<file path="config.mk">
export PLATFORM = sky130hd
export DESIGN_NAME = instr_fetch_unit
export DESIGN_NICKNAME = d
export VERILOG_FILES = /design/src/rtl/lab03_pkg.sv /design/src/rtl/instr_fetch_unit_prog_mem.sv /design/src/rtl/instr_fetch_unit.sv
export SDC_FILE = /design/constraint.sdc
export NUM_CORES = 1
export LEC_CHECK = 0
export BUFFER_PORTS_ARGS = -buffer_cell sky130_fd_sc_hd__buf_2
export CAP_MARGIN = 20
export CORE_UTILIZATION = 60
export CTS_BUF_LIST = sky130_fd_sc_hd__clkbuf_4 sky130_fd_sc_hd__clkbuf_8
export CTS_CLUSTER_SIZE = 25
export DETAILED_ROUTE_END_ITERATION = 12
export MAX_ROUTING_LAYER = met4
export PLACE_DENSITY = 0.85
export SLEW_MARGIN = 15
export SYNTH_ARGS = -nofsm -noshare
export SYNTH_HDL_FRONTEND = slang
export SYNTH_SLANG_ARGS = --single-unit
</file>
<file path="constraint.sdc">
create_clock -name clk -period 4.1 [get_ports clk]
set_clock_uncertainty 0.1 [all_clocks]
set_input_delay 0.205 -clock clk [delete_from_list [all_inputs] [get_ports clk]]
set_output_delay 0.205 -clock clk [all_outputs]
set_load 0.01 [all_outputs]
</file>
<file path="src/rtl/lab03_pkg.sv">
// Shared types and constants for the lab03 instruction fetch unit.
// Holds the fetch FSM state encoding, instruction width and HALT encoding.
package lab03_pkg;

  localparam int INSTR_W = 16;

  localparam logic [INSTR_W-1:0] HALT_WORD = 16'hFFFF;

  typedef enum logic [2:0] {
    S_IDLE,
    S_FETCH,
    S_ISSUE,
    S_WAIT,
    S_HALTED,
    S_ERROR
  } fetch_state_t;

endpackage

</file>
<file path="src/rtl/instr_fetch_unit_prog_mem.sv">
// Program store: DEPTH x INSTR_W register array.
// Ports: clk, we/waddr/wdata (synchronous write), raddr/rdata (comb. read).
module prog_mem
  import lab03_pkg::*;
#(
  parameter int DEPTH  = 16,
  parameter int ADDR_W = $clog2(DEPTH)
) (
  input  logic               clk,
  input  logic               we,
  input  logic [ADDR_W-1:0]  waddr,
  input  logic [INSTR_W-1:0] wdata,
  input  logic [ADDR_W-1:0]  raddr,
  output logic [INSTR_W-1:0] rdata
);

  logic [INSTR_W-1:0] mem [DEPTH];

  always_ff @(posedge clk) begin
    if (we) mem[waddr] <= wdata;
  end

  assign rdata = mem[raddr];

endmodule

</file>
<file path="src/rtl/instr_fetch_unit.sv">
// Instruction sequencer: fetches words from prog_mem, pulses run, waits
// for done. Ports: clk, reset (async low), load_*, prog_len, start, abort,
// done in; instruction, run, pc, busy, halted, error, retired_count out.
module instr_fetch_unit
  import lab03_pkg::*;
#(
  parameter int                 DEPTH     = 16,
  parameter int                 ADDR_W    = $clog2(DEPTH),
  parameter int                 TIMEOUT   = 8,
  parameter logic [INSTR_W-1:0] HALT_WORD = lab03_pkg::HALT_WORD
) (
  input  logic               clk,
  input  logic               reset,
  input  logic               load_en,
  input  logic [ADDR_W-1:0]  load_addr,
  input  logic [INSTR_W-1:0] load_data,
  input  logic [ADDR_W:0]    prog_len,
  input  logic               start,
  input  logic               abort,
  input  logic               done,
  output logic [INSTR_W-1:0] instruction,
  output logic               run,
  output logic [ADDR_W-1:0]  pc,
  output logic               busy,
  output logic               halted,
  output logic               error,
  output logic [15:0]        retired_count
);

  localparam int TW = $clog2(TIMEOUT + 1);
  localparam logic [ADDR_W:0] LEN_MAX = (ADDR_W+1)'(DEPTH);
  localparam logic [ADDR_W:0] LEN_ONE = (ADDR_W+1)'(1);
  localparam logic [TW-1:0]   T_LAST  = TW'(TIMEOUT - 1);

  fetch_state_t       state;
  logic [ADDR_W:0]    len_q;
  logic [TW-1:0]      timer;
  logic [INSTR_W-1:0] rdata;
  logic               stopped;
  logic               mem_we;
  logic               last;
  logic [ADDR_W:0]    len_clamp;
  logic [15:0]        count_nxt;

  assign stopped = (state == S_IDLE) ||
                   (state == S_HALTED) ||
                   (state == S_ERROR);

  assign mem_we = load_en && stopped;

  assign len_clamp = (prog_len > LEN_MAX) ? LEN_MAX : prog_len;

  // len_q is never 0 while sequencing, so len_q-1 cannot underflow here
  assign last = ({1'b0, pc} == (len_q - LEN_ONE));

  assign count_nxt = (retired_count == 16'hFFFF) ?
                     retired_count : retired_count + 16'd1;

  assign run    = (state == S_ISSUE);
  assign busy   = (state == S_FETCH) ||
                  (state == S_ISSUE) ||
                  (state == S_WAIT);
  assign halted = (state == S_HALTED);
  assign error  = (state == S_ERROR);

  prog_mem #(
    .DEPTH  (DEPTH),
    .ADDR_W (ADDR_W)
  ) u_mem (
    .clk   (clk),
    .we    (mem_we),
    .waddr (load_addr),
    .wdata (load_data),
    .raddr (pc),
    .rdata (rdata)
  );

  always_ff @(posedge clk or negedge reset) begin
    if (!reset) begin
      state         <= S_IDLE;
      pc            <= '0;
      instruction   <= '0;
      retired_count <= '0;
      timer         <= '0;
      len_q         <= '0;
    end else begin
      unique case (state)
        S_IDLE, S_HALTED, S_ERROR: begin
          if (start) begin
            pc            <= '0;
            retired_count <= '0;
            len_q         <= len_clamp;
            state <= (len_clamp == '0) ? S_HALTED : S_FETCH;
          end
        end
        S_FETCH: begin
          if (abort) begin
            state <= S_IDLE;
          end else begin
            instruction <= rdata;
            state <= (rdata == HALT_WORD) ? S_HALTED : S_ISSUE;
          end
        end
        S_ISSUE: begin
          if (abort) begin
            state <= S_IDLE;
          end else begin
            timer <= '0;
            state <= S_WAIT;
          end
        end
        S_WAIT: begin
          if (abort) begin
            state <= S_IDLE;
          end else if (done) begin
            retired_count <= count_nxt;
            if (last) begin
              state <= S_HALTED;
            end else begin
              pc    <= pc + ADDR_W'(1);
              state <= S_FETCH;
            end
          end else if (timer == T_LAST) begin
            state <= S_ERROR;
          end else begin
            timer <= timer + TW'(1);
          end
        end
        default: state <= S_IDLE;
      endcase
    end
  end

endmodule
</file>
### Word level (Yosys, flattened, before mapping)

Memories as Yosys holds them, arrays and structs flattened.
Cells that the tools add are included.

* memories kept: 1
* output and inout port bits: 40
* bits in read-only memories: 0
* logic and storage cells: 75
* memory bits (writable): 256
* bits in registers: 48
* bits in latches: 0

* eq/ne operators: 18
* reduce and logical (&&, ||, !) cells: 16
* multipliers: 0
* bitwise logic cells: 1
* mux-type cells: 28
* shift-type cells: 0
* divide/modulo/power cells: 0
* magnitude comparators: 1
* $add $sub $neg: 4

Memory list
* u_mem.mem: depth 16, bits a word 16, read ports 1, clocked after Yosys merged registers in 0, write ports 1, line instr_fetch_unit_prog_mem.sv:17 `logic [INSTR_W-1:0] mem [DEPTH];`

Operators by type and width (number)
* 16-bit two-way mux: 4
* 16-bit == test, second input constant: 2
* 4-bit two-way mux: 8
* 16-bit case mux with 2 select lines: 1
* 3-bit two-way mux: 8
* 16-bit by 1-bit adder with 16-bit output, second input constant: 1
* 2-bit inequality test, second input constant: 8
* 4-bit case mux with 2 select lines: 2
* 5-bit AND reduction: 3
* 3-bit case mux with 4 select lines: 1
* 4-bit by 1-bit adder with 4-bit output, second input constant: 2
* 3-bit by 2-bit == test with 1-bit output, second input constant: 2
* 3-bit == test, second input constant: 2
* 2-bit AND reduction: 3
* 4-bit by 5-bit == test with 1-bit output: 1
* 5-bit greater-than comparator, second input constant: 1
* 5-bit logical NOT: 1
* 5-bit two-way mux: 1
* 5-bit by 1-bit subtractor with 5-bit output, second input constant: 1
* 4-bit by 3-bit == test with 1-bit output, second input constant: 1
* 1-bit logical OR: 4
* 4-bit by 3-bit inequality test with 1-bit output, second input constant: 1
* 2-bit nonzero test: 2
* 3-bit by 1-bit == test with 1-bit output, second input constant: 1
* 6 further kinds: 7

### Logic depth before layout (Yosys ltp)

* depth after elaboration: 6
* depth in mapped cells: 10
* gate-level depth less buffers: 9

### By module

A second synthesis with hierarchy kept.

* cell total of the unflattened synthesis: 670
* area total of the unflattened synthesis: 12280.5 um2

Modules (own cells, without submodules)
* prog_mem: area each 9721.8 um2, instances 1, cells each 416, seq. area each 7687.4 um2
* instr_fetch_unit: area each 2558.7 um2, instances 1, cells each 254, seq. area each 1201.2 um2

### Least setup slack after synthesis

No wires, ideal clock.

* path kind: register -> register
* from: reg state[2]
* to: mem u_mem.mem[0][0] (enable)
* data arrival time: 2.369 ns
* library setup time: 0.409 ns
* cell stages (with the launch flop): 7
* slack: 1.222 ns
* cell sequence: dfrtp_1 -> buf_2 -> nor2b_1 -> nor2_1 -> nand2_1 -> or3_1 -> nor3_1

* word-level cells in the longest chain between the ends: 6
* elaborated cells on any way between the ends: 8
* classes of those cells: eq/ne (2); mux (2); reduce/logical (4)

Ends and longest elaborated chain
* start: declaration: line instr_fetch_unit.sv:35 `fetch_state_t state;`
* start signal: assignment: line instr_fetch_unit.sv:93 `state <= (len_clamp == '0) ? S_HALTED : S_FETCH;`
* start signal: assignment: line instr_fetch_unit.sv:101 `state <= (rdata == HALT_WORD) ? S_HALTED : S_ISSUE;`
* 3-bit == test or 3-bit logical NOT (tied branches): line instr_fetch_unit.sv:46, instr_fetch_unit.sv:45
* 1-bit logical OR: line instr_fetch_unit.sv:45 `assign stopped = (state == S_IDLE) ||`
* 1-bit logical OR (*): line instr_fetch_unit.sv:46 `(state == S_HALTED) ||`
* 1-bit logical AND (*): line instr_fetch_unit.sv:49 `assign mem_we = load_en && stopped;`
* 1-bit two-way mux (*): line instr_fetch_unit_prog_mem.sv:20 `if (we) mem[waddr] <= wdata;`
* 1-bit two-way mux (not written as such) (*): line instr_fetch_unit_prog_mem.sv:20
* end: declaration: line instr_fetch_unit_prog_mem.sv:17

Mark *: on every way between the ends. The rest lies on a longest branch, timed or not.

### Final worst setup path

* from: reg pc[0]
* to: reg state[2]

* word-level cells in the longest chain between the ends: 5
* elaborated cells on any way between the ends: 9
* classes of those cells: eq/ne (2); mux (6); memory (1)

Ends and longest elaborated chain
* start: declaration: line instr_fetch_unit.sv:23 `output logic [ADDR_W-1:0] pc,`
* start signal: assignment: line instr_fetch_unit.sv:120 `pc <= pc + ADDR_W'(1);`
* memory 16 x 16 bit or 4-bit by 5-bit == test with 1-bit output (tied branches)
* 16-bit == test or 3-bit two-way mux (tied branches): line instr_fetch_unit.sv:101, instr_fetch_unit.sv:117
* 3-bit two-way mux (on tied branches): line instr_fetch_unit.sv:101, instr_fetch_unit.sv:115
* 3-bit two-way mux (on tied branches): line instr_fetch_unit.sv:97, instr_fetch_unit.sv:113
* 3-bit case mux with 4 select lines (*): line instr_fetch_unit.sv:87 `unique case (state)`

Marked as above.
A chain may end at the register's enable or synchronous reset.

==> results.cfg <==
[timing]
tns_ns = 0
setup_violations = 0
hold_viol = 0
slew_headroom = 0.3837
layout_setup_ws_ns = 0.8346
worst_pin_slew_ns = 0.9245
period_minus_slack_ns = 3.265
timing.final.crit_share = 0.7964
fmax_ghz = 0.3062
rsz0062_at_grt = false
slew_violations = 0

[clocking]
cts_buffer_depth = 3
cts.sinks = 304
cts_max_level = 2
numCtsBuffers = 47
cts_resized = 0
clk_latency_ns = 0.56
path_clk_slew_ns = 0.07
cts_root_buf = clkbuf_8
cts_tree = built

[global_routing]
grt_use_met2 = 0.4555
grt.met3_usage = 0.05298
use_met1 = 0.3536
grt_busiest_layer = met2
grtUsageTotal = 0.2844
antenna_found_initial = 0
grt_max_degree = 49
grt_pass1_wl_um = 43150
grt_pass1_vias = 7575
grt-ovfl-total = 0

[floorplanning]
die_h_um = 145.4
start_util = 0.6115
rows = 52
coreArea_sq_um = 20170
io_pins = 71
die_w_um = 145.4
dieArea_sq_um = 21130

[synth]
syn_inst = 721
synth_top_cell_area_share = 0.6233
synth.distinct_cells = 52
synth_nets = 756
yosys-top-cells-area = edfxtp_1 62%, dfrtp_1 9.7%, mux4_2 7.3%
synth_ff_type = edfxtp_1
synth_warnings = 0
synth-seq-cells = 304
synthArstFlopShare = 0.1579
synth_edf_count = 256
syn_avg_cell_area_sq_um = 17.11
yosysSeqAreaShare = 0.7206
yosys.area.top_type = edfxtp_1
synth.cell_area_sq_um = 12330

[worst_setup_path]
cpPeakStageDelay_ns = 1.01
path_class = register to register
crit_chain = buf_12 > mux2i_1 > a221oi_1 > o21ai_0 > a22oi_1 > nand4_1 > nor2_1 > a221o_1
crit_slowest_cell = dfrtp_4
start_kind = register
crit_required_ns = 4.49
cp-end-kind = register
crit_arrival_ns = 3.66
critPathMaxFanout = 45

[final_layout]
fin_nets = 893
syn2layout_area_growth_pct = 15.38
final_util = 0.7056
final_area_sq_um = 14230
layout-drive-gt1-share = 0.2637
final.fill_count = 1248
mostFrequentLayoutCells = 256 x edfxtp_1, 69 x buf_2, 60 x nor2_1
diodes = 0
final_common_cell = edfxtp_1

[route]
antenna_left = 0
wire_per_inst_um = 24.37
drc = 0
via_count = 7413
first_pass_iters = 7
dr.first_iter.drc_count = 835
wirelength_um = 28400
drt-vias-per-instance = 6.363

[job]
cap_violations = 0

[place]
hpwlAfterDp_um = 17550
placed_area_sq_um = 13050
routabilityCongestion = 0.8880
port_buffers = 70
post-place-ws_ns = 0.8547

[power]
p_leak_nw = 4.932
power_density_nw_per_um2 = 549.4
ir_drop_mv = 0.4269
total_power_w = 0.007818

[outcome]
status = finished clean

[hold_path]
hp-class = primary input to register
==> sequential cells by signal, summed over array words and instances (netlist names) <==
signal and cells:
instruction 16, timer 4, len_q 5, pc 4, retired_count 16, u_mem.mem 256, state 3
==> final timing paths <==
check / startpoint / depth (start not counted) / slack (ns) / endpoint
setup / recovery: pc[0] / 8 / 0.83 / state[2]
hold / removal: load_addr[0] / 2 / 0.06 / u_mem.mem[4][1]
setup reg to reg: pc[0] / 8 / 0.83 / state[2]
hold reg to reg: len_q[4] / 2 / 0.41 / len_q[4]
max in group asynchronous: reset / 2 / 3.27 / pc[0]
min in group asynchronous: reset / 2 / 0.13 / retired_count[4]
==> cell families after synthesis <==
| group | after synthesis | share of synthesized area |
|---|---|---|
| flops | 304 | 0.7206 |
| compound gates | 119 | 0.07233 |
| simple gates | 145 | 0.05478 |
| fa+ha+maj | 4 | 0.004058 |
| xor+xnor | 19 | 0.01349 |
| buf+inv | 41 | 0.02181 |
| mux | 89 | 0.1129 |
==> area by class of cell <==
class | count | area [sq um] | area share
Tap cell | 270 | 337.8 | 0.02374
Clock inverter | 19 | 132.6 | 0.009320
Timing Repair Buffer | 123 | 818.3 | 0.05750
Clock buffer | 67 | 822.0 | 0.05776
Inverter | 6 | 22.52 | 0.001583
Sequential cell | 304 | 8894 | 0.6249
Multi-Input combinational cell | 376 | 3204 | 0.2252
==> stage by stage <==
| step | cells | hold WS, ns |
|---|---|---|
| after floorplan | 721 | -0.1906 |
| after global placement | 1057 | 0.3528 |
| after CTS | 1165 | 0.02818 |
| final | 1165 | 0.05815 |
| after global routing | 1165 | 0.04525 |
| after detailed placement | 1057 | 0.3806 |
==> critical path: cells and delay by family (launching register included) <==
| kind | cells | cell delay, ns |
|---|---|---|
| buffers and inverters | 1 | 0.28 |
| AND/OR/NAND/NOR | 2 | 0.55 |
| flip-flops | 1 | 1.01 |
| AO/OA/AOI/OAI | 4 | 1.12 |
| multiplexers | 1 | 0.10 |
==> power by group <==
| part | internal (W) | switching, W |
|---|---|---|
| Combinational | 0.000699 | 0.000763 |
| Clock | 0.00142 | 0.00113 |
| Sequential | 0.00354 | 0.000273 |
==> layer usage <==
metal,vias to the layer above,wire [um]
met5,-,0
met4,0,1187
met3,100,2427
met2,458,14280
met1,3686,10500
li1,3169,-
==> synthesized netlist by cell type (2+ instances only) <==
master	number
nand3_1	12
a221oi_1	18
mux2i_1	48
nand2b_1	3
edfxtp_1	256
o31ai_1	3
nor2_1	60
a22o_1	9
nor3_1	8
nor2b_1	4
xor2_1	11
o21ai_1	2
buf_4	3
and2_1	2
xnor2_1	8
mux4_2	40
a21oi_1	6
buf_6	9
a221oi_2	8
inv_1	6
buf_2	7
a22oi_1	17
o21ai_0	31
nand3b_1	4
clkbuf_1	13
nand4_1	7
or3_1	3
ha_1	4
o21bai_1	2
dfrtp_1	48
nor3b_1	3
a31oi_1	13
and3_1	5
nand2_1	30
==> timing repair <==
item	4_1_cts	5_1_grt
hold endpoints to repair	309	0
buffers inserted	0	0
hold buffers	22	0
Note: power is estimated with default switching activity, not from simulation.
